`src/rtl/crypto1_fb_cand_collector.sv`:
```
`default_nettype none
// +--------------------------------------------------------------------------+
// | crypto1_fb_cand_collector                                                |
// | Sequences the Fb preimage enumerator, filters its 8 candidates against   |
// | known state bits and queues survivors. Option: CRYPTO1_FB_CHECK_EN.      |
// | Rev 1.0 - initial release                                                |
// +--------------------------------------------------------------------------+
module crypto1_fb_cand_collector #(
  parameter int DEPTH = 16
) (
  input  logic       CLK,
  input  logic       RESETn,
  input  logic       REQ_VALID,
  output logic       REQ_READY,
  input  logic       REQ_BIT,
  input  logic [3:0] REQ_MASK,
  input  logic [3:0] REQ_VAL,
  output logic       ENUM_BIT,
  output logic       ENUM_RESETn,
  input  logic [3:0] ENUM_OUT,
  output logic       CAND_VALID,
  input  logic       CAND_READY,
  output logic [3:0] CAND_DATA,
  output logic       CAND_LAST,
  output logic       DONE,
  output logic [3:0] MATCH_CNT,
  output logic       ERR
);
  localparam int c_AW = $clog2(DEPTH);
  localparam logic [c_AW:0] c_LIMIT = (c_AW+1)'(DEPTH - 8);

  typedef enum logic [1:0] {
    S_IDLE  = 2'd0,
    S_ERST  = 2'd1,
    S_RUN   = 2'd2,
    S_DRAIN = 2'd3
  } state_t;

  state_t        r_state;
  logic          r_bit;
  logic [3:0]    r_mask;
  logic [3:0]    r_val;
  logic [2:0]    r_k;
  logic          r_capv;
  logic          r_hold_v;
  logic [3:0]    r_hold;
  logic [3:0]    r_cnt;
  logic          r_done;
  logic [3:0]    r_match;
  logic [4:0]    r_mem [DEPTH];
  logic [c_AW-1:0] r_wp;
  logic [c_AW-1:0] r_rp;
  logic [c_AW:0]   r_count;

  logic       w_accept;
  logic       w_surv;
  logic       w_pop;
  logic [1:0] w_push_n;
  logic [4:0] w_push0;
  logic [4:0] w_push1;

  assign REQ_READY   = RESETn & (r_state == S_IDLE) & (r_count <= c_LIMIT);
  assign ENUM_RESETn = RESETn & (r_state != S_ERST);
  assign ENUM_BIT    = r_bit;
  assign CAND_VALID  = (r_count != '0);
  assign {CAND_LAST, CAND_DATA} = r_mem[r_rp];
  assign DONE        = r_done;
  assign MATCH_CNT   = r_match;

  assign w_accept = REQ_VALID & REQ_READY;
  assign w_surv   = r_capv & (((ENUM_OUT ^ r_val) & r_mask) == 4'd0);
  assign w_pop    = CAND_VALID & CAND_READY;

  // The held survivor becomes non-last once a newer one shows up; at DRAIN
  // both the held entry and the final capture may land in the same cycle.
  always_comb begin
    w_push_n = 2'd0;
    w_push0  = 5'd0;
    w_push1  = 5'd0;
    if (r_state == S_DRAIN) begin
      if (w_surv && r_hold_v) begin
        w_push_n = 2'd2;
        w_push0  = {1'b0, r_hold};
        w_push1  = {1'b1, ENUM_OUT};
      end else if (w_surv) begin
        w_push_n = 2'd1;
        w_push0  = {1'b1, ENUM_OUT};
      end else if (r_hold_v) begin
        w_push_n = 2'd1;
        w_push0  = {1'b1, r_hold};
      end
    end else if (w_surv && r_hold_v) begin
      w_push_n = 2'd1;
      w_push0  = {1'b0, r_hold};
    end
  end

  always_ff @(posedge CLK) begin
    if (!RESETn) begin
      r_state  <= S_IDLE;
      r_bit    <= 1'b0;
      r_mask   <= 4'd0;
      r_val    <= 4'd0;
      r_k      <= 3'd0;
      r_capv   <= 1'b0;
      r_hold_v <= 1'b0;
      r_hold   <= 4'd0;
      r_cnt    <= 4'd0;
      r_done   <= 1'b0;
      r_match  <= 4'd0;
    end else begin
      r_done <= 1'b0;
      r_capv <= (r_state == S_RUN);
      case (r_state)
        S_IDLE: begin
          if (w_accept) begin
            r_bit    <= REQ_BIT;
            r_mask   <= REQ_MASK;
            r_val    <= REQ_VAL;
            r_cnt    <= 4'd0;
            r_hold_v <= 1'b0;
            r_state  <= S_ERST;
          end
        end
        S_ERST: begin
          r_k     <= 3'd0;
          r_state <= S_RUN;
        end
        S_RUN: begin
          r_k <= r_k + 3'd1;
          if (r_k == 3'd7) r_state <= S_DRAIN;
          if (w_surv) begin
            r_hold   <= ENUM_OUT;
            r_hold_v <= 1'b1;
            r_cnt    <= r_cnt + 4'd1;
          end
        end
        S_DRAIN: begin
          r_state  <= S_IDLE;
          r_done   <= 1'b1;
          r_match  <= r_cnt + 4'(w_surv);
          r_hold_v <= 1'b0;
        end
        default: r_state <= S_IDLE;
      endcase
    end
  end

  always_ff @(posedge CLK) begin
    if (!RESETn) begin
      r_wp    <= '0;
      r_rp    <= '0;
      r_count <= '0;
    end else begin
      r_wp    <= r_wp + c_AW'(w_push_n);
      r_rp    <= r_rp + c_AW'(w_pop);
      r_count <= r_count + (c_AW+1)'(w_push_n) - (c_AW+1)'(w_pop);
    end
  end

  always_ff @(posedge CLK) begin
    if (w_push_n != 2'd0) r_mem[r_wp] <= w_push0;
    if (w_push_n == 2'd2) r_mem[r_wp + c_AW'(1)] <= w_push1;
  end

`ifdef CRYPTO1_FB_CHECK_EN
  localparam logic [15:0] c_FB_TABLE = 16'hB48E;
  logic r_err;
  always_ff @(posedge CLK) begin
    if (!RESETn) r_err <= 1'b0;
    else if (r_capv && (c_FB_TABLE[ENUM_OUT] != r_bit)) r_err <= 1'b1;
  end
  assign ERR = r_err;
`else
  assign ERR = 1'b0;
`endif

endmodule
`default_nettype wire
```
`config.mk`:
```
export PLATFORM = sky130hd
export DESIGN_NAME = crypto1_fb_cand_collector
export DESIGN_NICKNAME = d
export VERILOG_FILES = /design/src/rtl/crypto1_fb_cand_collector.sv
export SDC_FILE = /design/constraint.sdc
export NUM_CORES = 1
export LEC_CHECK = 0
export BUFFER_PORTS_ARGS = -buffer_cell sky130_fd_sc_hd__buf_2
export CORE_UTILIZATION = 60
export CTS_BUF_LIST = sky130_fd_sc_hd__clkbuf_16
export CTS_CLUSTER_DIAMETER = 40
export DETAILED_ROUTE_END_ITERATION = 10
export MAX_ROUTING_LAYER = met4
export PLACE_DENSITY_LB_ADDON = 0.1
export SETUP_SLACK_MARGIN = 0.5
export SLEW_MARGIN = 20
export SYNTH_ARGS = -nofsm -noshare
export SYNTH_HDL_FRONTEND = slang
export SYNTH_SLANG_ARGS = --single-unit
export TNS_END_PERCENT = 50
```
`constraint.sdc`:
```
create_clock -name CLK -period 5.8 [get_ports CLK]
set_input_delay 1.74 -clock CLK [delete_from_list [all_inputs] [get_ports CLK]]
set_output_delay 1.74 -clock CLK [all_outputs]
set_load 0.02 [all_outputs]
```
Word level (Yosys, flattened, before mapping):

Memories as Yosys holds them, arrays and structs flattened. A register that Yosys moved wholly into a read port is not among the register bits.
Index checks and enable logic that the tools add are counted.

* register bits after elaboration: 42
* bits in latches: 0
* memory bits (writable): 80
* bits in read-only memories: 0
* input port bits: 17
* output and inout port bits: 15
* logic and storage cells: 82
* memories: 1

Memories
* r_mem: depth 16, bits a word 5, rd ports 1, clocked after Yosys merged registers in 1, wr ports 2, line 50 `logic [4:0] r_mem [DEPTH];`

* add/sub/neg operators: 8
* multipliers: 0
* div/mod/pow operators: 0
* $lt $le $gt $ge: 1
* eq/ne operators: 9
* shifts and indexed selects: 0
* muxes and demuxes: 28
* bitwise gates (word level): 8
* reduce and logical (&&, ||, !) cells: 13

Operators with widths (count)
* two-way mux 5 bit: 6
* two-way mux 4 bit: 4
* two-way mux 1 bit: 10
* adder 4 x 1 -> 4 bit: 2
* adder 4 x 1 -> 4 bit (second input constant): 2
* two-way mux 2 bit: 4
* case mux 2 bit (4 select lines): 1
* case mux 4 bit (2 select lines): 1
* bitwise AND 1 bit: 6
* == test 2 bit (second input constant): 3
* case mux 3 bit (2 select lines): 1
* AND reduction 2 bit: 3
* AND reduction 3 bit: 2
* nonzero test 2 bit: 3
* adder 5 x 2 -> 5 bit: 1
* less-or-equal comparator 5 x 4 -> 1 bit (second input constant): 1
* nonzero test 5 bit: 1
* subtractor 5 x 1 -> 5 bit: 1
* adder 4 x 2 -> 4 bit: 1
* bitwise AND 4 bit: 1
* zero test 4 bit: 1
* != test 2 x 1 -> 1 bit (second input constant): 2
* != test 2 bit (second input constant): 2
* bitwise XOR 4 bit: 1
* other kinds (7): 7

Depth between registers and ports, before layout:

Gate-level depths: netlist of run 1.

* depth after elaboration: 10
* mapped depth: 19

Worst setup path after synthesis of run 1:

Ideal clock, no wire load.

* kind: input to register
* start point: in ENUM_OUT[1]
* end point: reg r_count[4]
* setup time: 71 ps
* arrival time: 4611 ps
* data required time: 5729 ps
* path slack: 1119 ps
* cell stages on the path: 19
* path buffers: 2
* path through: xor2_1 a221oi_2 buf_6 and2_1 ha_1 clkbuf_1 nand2b_1 nand2_1 inv_1 ha_1 inv_1 ha_1 inv_1 fa_1 inv_1 a21oi_1 nor2_1 or3_1 a21oi_1

* cells in the longest elaborated chain, start to end: 9
* elaborated cells between the ends (all ways): 11
* classes of those cells: add/sub: 2; mux: 4; bitwise: 3; reduce/logical: 2

RTL lines
* from (decl): line 20 `input logic [3:0] ENUM_OUT,`
* bitwise XOR 4 bit (*): line 71 `assign w_surv = r_capv & (((ENUM_OUT ^ r_val) & r_mask) == 4'd0);`
* bitwise AND 4 bit (*): line 71
* zero test 4 bit (*): line 71
* bitwise AND 1 bit (*): line 71
* two-way mux 1 bit or logical AND 1 bit (tied branches): line 85, 81, 92
* two-way mux 2 bit or two-way mux 1 bit (tied branches): line 81, 92
* two-way mux 2 bit (*): line 80 `if (r_state == S_DRAIN) begin`
* adder 5 x 2 -> 5 bit (*): line 157 `r_count <= r_count + (c_AW+1)'(w_push_n) - (c_AW+1)'(w_pop);`
* subtractor 5 x 1 -> 5 bit (*): line 157
* to (signal assigned): line 157
* to (decl): line 53 `logic [c_AW:0] r_count;`

Mark *: on every way between the ends. The rest lies on a longest branch, timed or not.
A chain may end at the register's enable or synchronous reset.

Final worst setup path of run 1:

Ends and elaborated chain as after synthesis.

==> impl_results.rst, run 1 <==
.. list-table::
   :header-rows: 1

   * - Metric
     - Value
   * - Final Core Density
     - 0.692
   * - Clock sink total
     - 122
   * - PD cells
     - 359 nW/um2
   * - TNS Setup
     - 0 ps
   * - R2r worst-path depth
     - 18
   * - Crit path from
     - ENUM_OUT[1]
   * - Row count
     - 37
   * - Clk_skew
     - about 6.5 ps
   * - HPWL Detailed
     - between 10000 and 15000 um
   * - CP Data Required Time
     - between 6000 and 7000 ps
   * - Drt first pass iters
     - 5
   * - Post-synthesis async set-or-reset flop share
     - 0
   * - Largest driver fanout on the critical path
     - 13
   * - First-pass GRT wire length
     - roughly 24000 um
   * - Critical path endpoint category
     - flip-flop
   * - Worst-case setup margin in the final layout
     - ~1000 ps
   * - Number of levels in the clock H-tree
     - 4
   * - Initial cell density of the core
     - 0.621
   * - Finish-stage setup viols
     - 0
   * - Cells resized by post-CTS repair
     - 0
   * - Arrival time of the worst setup path
     - 5100 ps
   * - # diodes
     - 0
   * - Final period util
     - 0.821
   * - Clock root buffer master
     - sky130_fd_sc_hd__clkbuf_16
   * - Max-cap violations
     - 0
   * - Number of pins with negative max-slew slack in the final report
     - 0
   * - Number of warnings issued by yosys
     - 0
   * - Complex-gate fraction of the synthesized area
     - 0.101
   * - Total global routing track utilization
     - 0.294
   * - Highest attainable clock frequency
     - roughly 0.21 GHz
   * - Reg-to-reg setup timing slack
     - around 2200 ps
   * - Vias per std cell
     - 6.12
   * - XOR/XNOR Fraction of Synth Area
     - 0.0163
   * - Net count of the finished layout
     - 642
   * - Pre-CTS setup slack
     - about 690 ps
   * - Largest net degree at the start of global routing
     - 31
   * - Standby leakage power
     - between 0.002 and 0.003 uW
   * - Synth Area in Adders
     - 0.0548
   * - Remaining number of nets flagged by the antenna check after routing
     - 0
   * - Number of enable flip-flop cells after synthesis
     - 80
   * - Clock-pin slew on the worst setup and hold paths
     - around 50 ps
   * - Final non-filler cell total
     - ~750
   * - Die Outline Area
     - ~11000 um2
   * - Tightest Hold Check Type
     - reg -> reg
   * - Iteration-0 DRC Markers
     - 374
   * - Multiplexer share of the synthesized area
     - 0.141
   * - Minimum clock period
     - about 4800 ps
   * - Number of instances in the placed design
     - 715
   * - Mapped Nets
     - 626
   * - Final hold violation count
     - 0
   * - Post-synthesis sequential element count
     - roughly 120
   * - Total standard cell area after synthesis
     - about 6400 um2
   * - Antenna violations before repair
     - 0
   * - Worst-skew pair later-pin latency
     - roughly 410 ps
   * - Average footprint of a synthesized cell
     - between 10 and 15 um2
   * - Post-synth top flop
     - sky130_fd_sc_hd__edfxtp_1
   * - Sum of routed wire length over all layers
     - 14500 um
   * - Number of buffers inserted during clock tree synthesis
     - 17
   * - Pin slew with the least headroom to its limit
     - ~1100 ps
   * - Number of setup buffers added after CTS
     - 0
   * - Status
     - complete, no violations
   * - Number of remaining DRC errors
     - 0
   * - Share of post-route cells with drive strength above 1
     - 0.164
   * - Sequential-to-total area share from yosys stat
     - 0.504
   * - Chip Width
     - 106 um
   * - Area of the core region
     - roughly 10000 um2
   * - Buffers from clock root to sink, at most
     - 2
   * - Launch instance of the worst min-delay path
     - r_k[2]
   * - R2R Path End
     - r_count[4]
   * - Relative max-transition margin
     - 0.284
   * - Number of primary I/O pins
     - 32
   * - Capture point of the critical path
     - r_count[4]
   * - Nature of the critical path startpoint
     - primary input
   * - Maximum vdd ir drop
     - between 0.2 and 0.25 mV
   * - Clock tree from TritonCTS
     - built
   * - Hold bufs inserted after CTS
     - 0
   * - Post-synth cell types
     - 48
   * - Congestion Overflow GR
     - 0
   * - Fraction of the mapped netlist area in simple logic gates
     - 0.147
   * - Dominant combinational cell family by area after synthesis
     - simple AND/OR/NAND/NOR gates
   * - Number of global-route vias before repair
     - 4532
   * - Reg-to-reg startpoint
     - r_val[1]
   * - Floorplan die height
     - 106 um
   * - Final GP Congestion
     - around 0.88
   * - Routed len/inst
     - approximately 19 um
   * - Vias after detailed routing
     - between 4000 and 5000
   * - Area grow syn2layout
     - 11.4%
   * - RSZ-0062 raised after global routing
     - false
   * - Port-buffer cells
     - 30
   * - Post-Syn Instances
     - between 500 and 600
   * - Kind of critical path
     - in -> reg
==> worst min-delay path by stage <==
| stage | end | depth (start not counted) | slack [ps] |
|---|---|---|---|
| final | r_k[2] | 2 | 470 |
| after global routing | r_k[2] | 2 | 500 |
| after CTS | r_k[2] | 2 | 480 |
| after detailed placement | r_k[2] | 2 | 470 |
| after global placement | r_k[1] | 2 | 460 |
| after floorplan | r_k[1] | 2 | 450 |
==> routing by layer <==
| metal | vias to the layer above | wire [um] | track usage |
|---|---|---|---|
| met2 | 193 | 7300 | 0.484 |
| met1 | 2211 | 5600 | 0.334 |
| li1 | 2128 | - | - |
| met5 | - | 0 | - |
| met3 | 36 | 1110 | 0.0773 |
| met4 | 0 | 506 | 0.146 |
==> synth_stat cells, drive strengths merged (2+ instances only) <==
master,number,area share
xnor2,5,0.0068
fa,2,0.0062
nor4,4,0.0078
nand4,4,0.0039
nand3,8,0.0082
nand2,79,0.046
a211oi,4,0.0047
inv,17,0.0099
nand3b,2,0.0023
or2,2,0.0019
nor2,55,0.032
ha,25,0.049
mux2,2,0.0035
a2bb2oi,2,0.0037
a21o,9,0.010
mux4,25,0.087
mux2i,32,0.050
a32o,4,0.0062
and2,9,0.0087
nor3,2,0.0016
o221ai,2,0.0027
nand2b,13,0.013
nor2b,10,0.0097
o21ai,68,0.055
a21oi,13,0.010
or3,3,0.0029
dfxtp,42,0.13
buf,15,0.013
edfxtp,80,0.37
and3,4,0.0039
xor2,7,0.0095
clkbuf,23,0.013
==> cell type report <==
class	instances	area (um2)
fill	796	3200
multi-input combinational	405	2960
inverter	17	63.8
clock buffer	17	425
timing repair buffer	35	188
sequential	122	3240
tap	136	170
clock inverter	14	118
==> state kept, by name, indices dropped and copies added, names as in the netlist <==
signal	cells
r_mem	80
r_count	5
MATCH_CNT	4
r_cnt	4
r_hold	4
r_mask	4
r_rp	4
r_val	4
r_wp	4
r_k	3
r_state	2
DONE	1
ENUM_BIT	1
r_capv	1
r_hold_v	1
==> logic make-up (layout without fill, tap and decap cells) <==
group / after synthesis / after routing
fa+ha+maj: 27 / 27
simple gates: 198 / 198
buf+inv: 55 / 83
xor+xnor: 12 / 12
mux: 59 / 59
compound gates: 108 / 108
flops: 122 / 122
other cells: 1 / 1
==> cells in the final DEF (no fill, tap or decap), drive strengths merged, types with 2 or more instances in the layout <==
cell type,count
a211oi,4
a21o,9
a21oi,13
a2bb2oi,2
a32o,4
and2,9
and3,4
buf,35
bufinv,2
clkbuf,17
clkinv,7
dfxtp,42
edfxtp,80
fa,2
ha,25
inv,21
mux2,2
mux2i,32
mux4,25
nand2,79
nand2b,13
nand3,8
nand3b,2
nand4,4
nor2,55
nor2b,10
nor3,2
nor4,4
o21ai,68
o221ai,2
or2,2
or3,3
xnor2,5
xor2,7
==> report_power, final <==
part           switching [uW]  internal [uW]  total, uW
Combinational             324            281        605
Clock                     360            615        974
Sequential               43.4            954        998
Total                     727           1850       2580
==> worst max-delay path: stages <==
cell and delay [ps]:
sky130_fd_sc_hd__buf_2 140, sky130_fd_sc_hd__xor2_1 150, sky130_fd_sc_hd__a221oi_2 260, sky130_fd_sc_hd__buf_4 210, sky130_fd_sc_hd__and2_1 210, sky130_fd_sc_hd__ha_1 330
sky130_fd_sc_hd__nand2_1 340, sky130_fd_sc_hd__nand2_1 190, sky130_fd_sc_hd__inv_1 60, sky130_fd_sc_hd__ha_1 270, sky130_fd_sc_hd__inv_1 40, sky130_fd_sc_hd__ha_1 190
sky130_fd_sc_hd__inv_1 70, sky130_fd_sc_hd__fa_1 200, sky130_fd_sc_hd__inv_1 60, sky130_fd_sc_hd__a21oi_1 130, sky130_fd_sc_hd__nor2_1 60, sky130_fd_sc_hd__or3_1 300
sky130_fd_sc_hd__a21oi_1 140
==> stage by stage <==
stage	hold WS [ps]	area [um2]	total power [uW]
CTS	479	7170	2590
global route	505	7170	2690
detailed placement	470	6630	1620
floorplan	449	6440	1470
global placement	458	6630	1600
finish	474	7170	2580
Note: power is estimated with default switching activity, not from simulation.
==> run 2: changes to the inputs <==
--- a/config.mk
+++ b/config.mk
@@ -6,7 +6,7 @@
 export NUM_CORES = 1
 export LEC_CHECK = 0
 export BUFFER_PORTS_ARGS = -buffer_cell sky130_fd_sc_hd__buf_2
-export CORE_UTILIZATION = 60
+export CORE_UTILIZATION = 56
 export CTS_BUF_LIST = sky130_fd_sc_hd__clkbuf_16
 export CTS_CLUSTER_DIAMETER = 40
 export DETAILED_ROUTE_END_ITERATION = 10
==> constraint.sdc (replaced) <==
create_clock -name CLK -period 3.97 [get_ports CLK]
set_input_delay 1.191 -clock CLK [delete_from_list [all_inputs] [get_ports CLK]]
set_output_delay 1.191 -clock CLK [all_outputs]
set_load 0.02 [all_outputs]
==> run 2 against run 1 <==
Hold slack gained 14 ps. Register-to-register slack lost 1000 ps. Die area up 7.0%. Count of clock-buffer cells in the layout did not move. Wire length up 3.3%. Sequential share of layout area is 2.4 points lower. Worst setup slack worse by 450 ps. Global-route usage decreased by 0.47 points. Critical endpoint is now CAND_DATA[3].
==> impl_results.rst, run 2 (synthesized netlist as in run 1, its figures left out) <==
.. list-table::
   :header-rows: 1

   * - Metric
     - Value
   * - Hold bufs inserted after CTS
     - 0 (unchanged)
   * - Tightest Hold Check Type
     - reg -> reg
   * - Largest net degree at the start of global routing
     - 25 (-19%)
   * - Buffers from clock root to sink, at most
     - 2 (unchanged)
   * - Number of levels in the clock H-tree
     - 4 (unchanged)
   * - Max-cap violations
     - 0 (unchanged)
   * - CP Data Required Time
     - 2780 ps (-3360 ps)
   * - Number of pins with negative max-slew slack in the final report
     - 0 (unchanged)
   * - Remaining number of nets flagged by the antenna check after routing
     - 0 (unchanged)
   * - Kind of critical path
     - reg -> out
   * - Final GP Congestion
     - 0.902 (+3.0%)
   * - Pre-CTS setup slack
     - 158 ps (-528 ps)
   * - Relative max-transition margin
     - 0.527 (+0.243)
   * - Final Core Density
     - 0.688 (-0.00354)
   * - Initial cell density of the core
     - 0.584 (-0.0372)
   * - Worst-case setup margin in the final layout
     - 589 ps (-451 ps)
   * - Largest registers
     - r_mem: 80 flops, r_count: 5 flops
   * - Most common library cell in the layout ignoring fill and taps
     - sky130_fd_sc_hd__edfxtp_1
   * - Final non-filler cell total
     - 780 (+4.6%)
   * - Sum of routed wire length over all layers
     - 15000 um (+3.3%)
   * - Antenna violations before repair
     - 0 (unchanged)
   * - Area grow syn2layout
     - 17.9%
   * - Flip-flop count of the largest register after layout
     - 80 (unchanged)
   * - Clock tree from TritonCTS
     - built
   * - Worst-skew pair later-pin latency
     - 410 ps (about the same)
   * - Vias after detailed routing
     - 4663 (+2.1%)
   * - Maximum vdd ir drop
     - 0.338 mV (+66%)
   * - Fillcell total
     - 822 (+3.3%)
   * - Standby leakage power
     - 0.00315 uW (+6.3%)
   * - Number of global-route vias before repair
     - 4686 (+3.4%)
   * - Chip Width
     - 109 um (+3.4%)
   * - Row count
     - 38 (+2.7%)
   * - Total global routing track utilization
     - 0.289 (-0.00466)
   * - Number of primary I/O pins
     - 32 (unchanged)
   * - Most used routing layer
     - met2
   * - Final period util
     - 0.852
   * - RSZ-0062 raised after global routing
     - true
   * - Status
     - complete, no violations
   * - Net count of the finished layout
     - 671 (+4.5%)
   * - Number of instances in the placed design
     - 743 (+3.9%)
   * - Port-buffer cells
     - 30 (unchanged)
   * - TNS Setup
     - 0 ps (unchanged)
   * - Pin slew with the least headroom to its limit
     - 709 ps (-363 ps)
   * - Clock sink total
     - 122 (unchanged)
   * - Highest attainable clock frequency
     - slightly below 0.3 GHz
   * - Number of buffers inserted during clock tree synthesis
     - 17 (unchanged)
   * - Routed len/inst
     - 19.2 um (-1.2%)
   * - Most flop-heavy register
     - r_mem
   * - Overall power consumption
     - 4040 uW (+57%)
   * - Global-route met3 utilization
     - 0.0616 (-0.0157)
   * - Global routing usage on met1
     - 0.345 (+0.0110)
   * - Finish-stage setup viols
     - 0 (unchanged)
   * - Vias per std cell
     - 5.98 (-2.4%)
   * - PD cells
     - 532 nW/um2 (+48%)
   * - Sequential Area
     - 3250 um2 (+0.12%)
   * - Met2 usage in global routing
     - 0.473 (-0.0114)
   * - Share of post-route cells with drive strength above 1
     - 0.236 (+0.0720)
   * - HPWL Detailed
     - 10400 um (+0.80%)
   * - Leading cell types in the layout, fill and taps excluded
     - sky130_fd_sc_hd__edfxtp_1 (80), sky130_fd_sc_hd__nand2_1 (77), sky130_fd_sc_hd__o21ai_0 (64)
   * - Number of remaining DRC errors
     - 0 (unchanged)
   * - Combined area of the multi-input logic cells
     - 3060 um2 (+3.2%)
   * - # diodes
     - 0 (unchanged)
   * - Largest driver fanout on the critical path
     - 10 (-3)
   * - Floorplan die height
     - 109 um (+3.4%)
   * - Congestion Overflow GR
     - 0 (unchanged)
   * - Clock root buffer master
     - sky130_fd_sc_hd__clkbuf_16
   * - Area of the core region
     - 11000 um2 (+6.4%)
   * - Nature of the critical path startpoint
     - flip-flop
   * - Clk_skew
     - 8.35 ps (+1.88 ps)
   * - First-pass GRT wire length
     - 24300 um (+3.3%)
   * - Critical path endpoint category
     - output port
   * - Iteration-0 DRC Markers
     - 340 (-9.1%)
   * - Die Outline Area
     - 11900 um2 (+7.0%)
   * - Final hold violation count
     - 0 (unchanged)
   * - Minimum clock period
     - 3380 ps
   * - Drt first pass iters
     - 6 (+1)
   * - Clock-pin slew on the worst setup and hold paths
     - 60 ps (about the same)
   * - Arrival time of the worst setup path
     - 2190 ps (-2910 ps)
-- run 2: where the power goes --
part	switching, uW	internal [uW]
Sequential	53.0	1400
Clock	557	1040
Combinational	517	478
Total	1130	2910
-- run 2: worst max-delay path: stages (launching register included) --
cell and delay, ps:
sky130_fd_sc_hd__dfxtp_4 400, sky130_fd_sc_hd__buf_12 170, sky130_fd_sc_hd__mux4_2 560, sky130_fd_sc_hd__mux4_2 470, sky130_fd_sc_hd__buf_2 170
-- run 2: timing repair --
item / 4_1_cts / 5_1_grt
gates resized for setup: 5 / 1
pin swaps: 0 / 1
gates cloned: 1 / 0
endpoints found under the setup margin: 5 / 6
buffers inserted: 0 / 4
-- run 2: routing by layer --
metal	vias to the layer above	wire, um
met5	-	0
met4	0	378
met3	29	953
met2	181	7650
met1	2263	6020
li1	2190	-
-- run 2: worst paths after layout --
path	to	from	cells past startpoint	slack, ps
setup / recovery	CAND_DATA[3]	r_rp[0]	4	590
hold / removal	MATCH_CNT[2]	MATCH_CNT[2]	2	490
setup reg to reg	r_count[4]	r_val[1]	17	1140
hold reg to reg	MATCH_CNT[2]	MATCH_CNT[2]	2	490
-- run 2: final cells by class --
class,count,area share
sequential,122,0.428
multi-input combinational,405,0.403
tap,140,0.0231
timing repair buffer,64,0.0577
inverter,17,0.00841
clock buffer,17,0.0561
clock inverter,15,0.0241
-- run 2: through the flow --
step	cell area, um2	hold slack (ps)
after floorplan	6550	449
after global placement	6910	458
after detailed placement	6910	477
after CTS	7560	486
after global routing	7590	523
final	7590	488
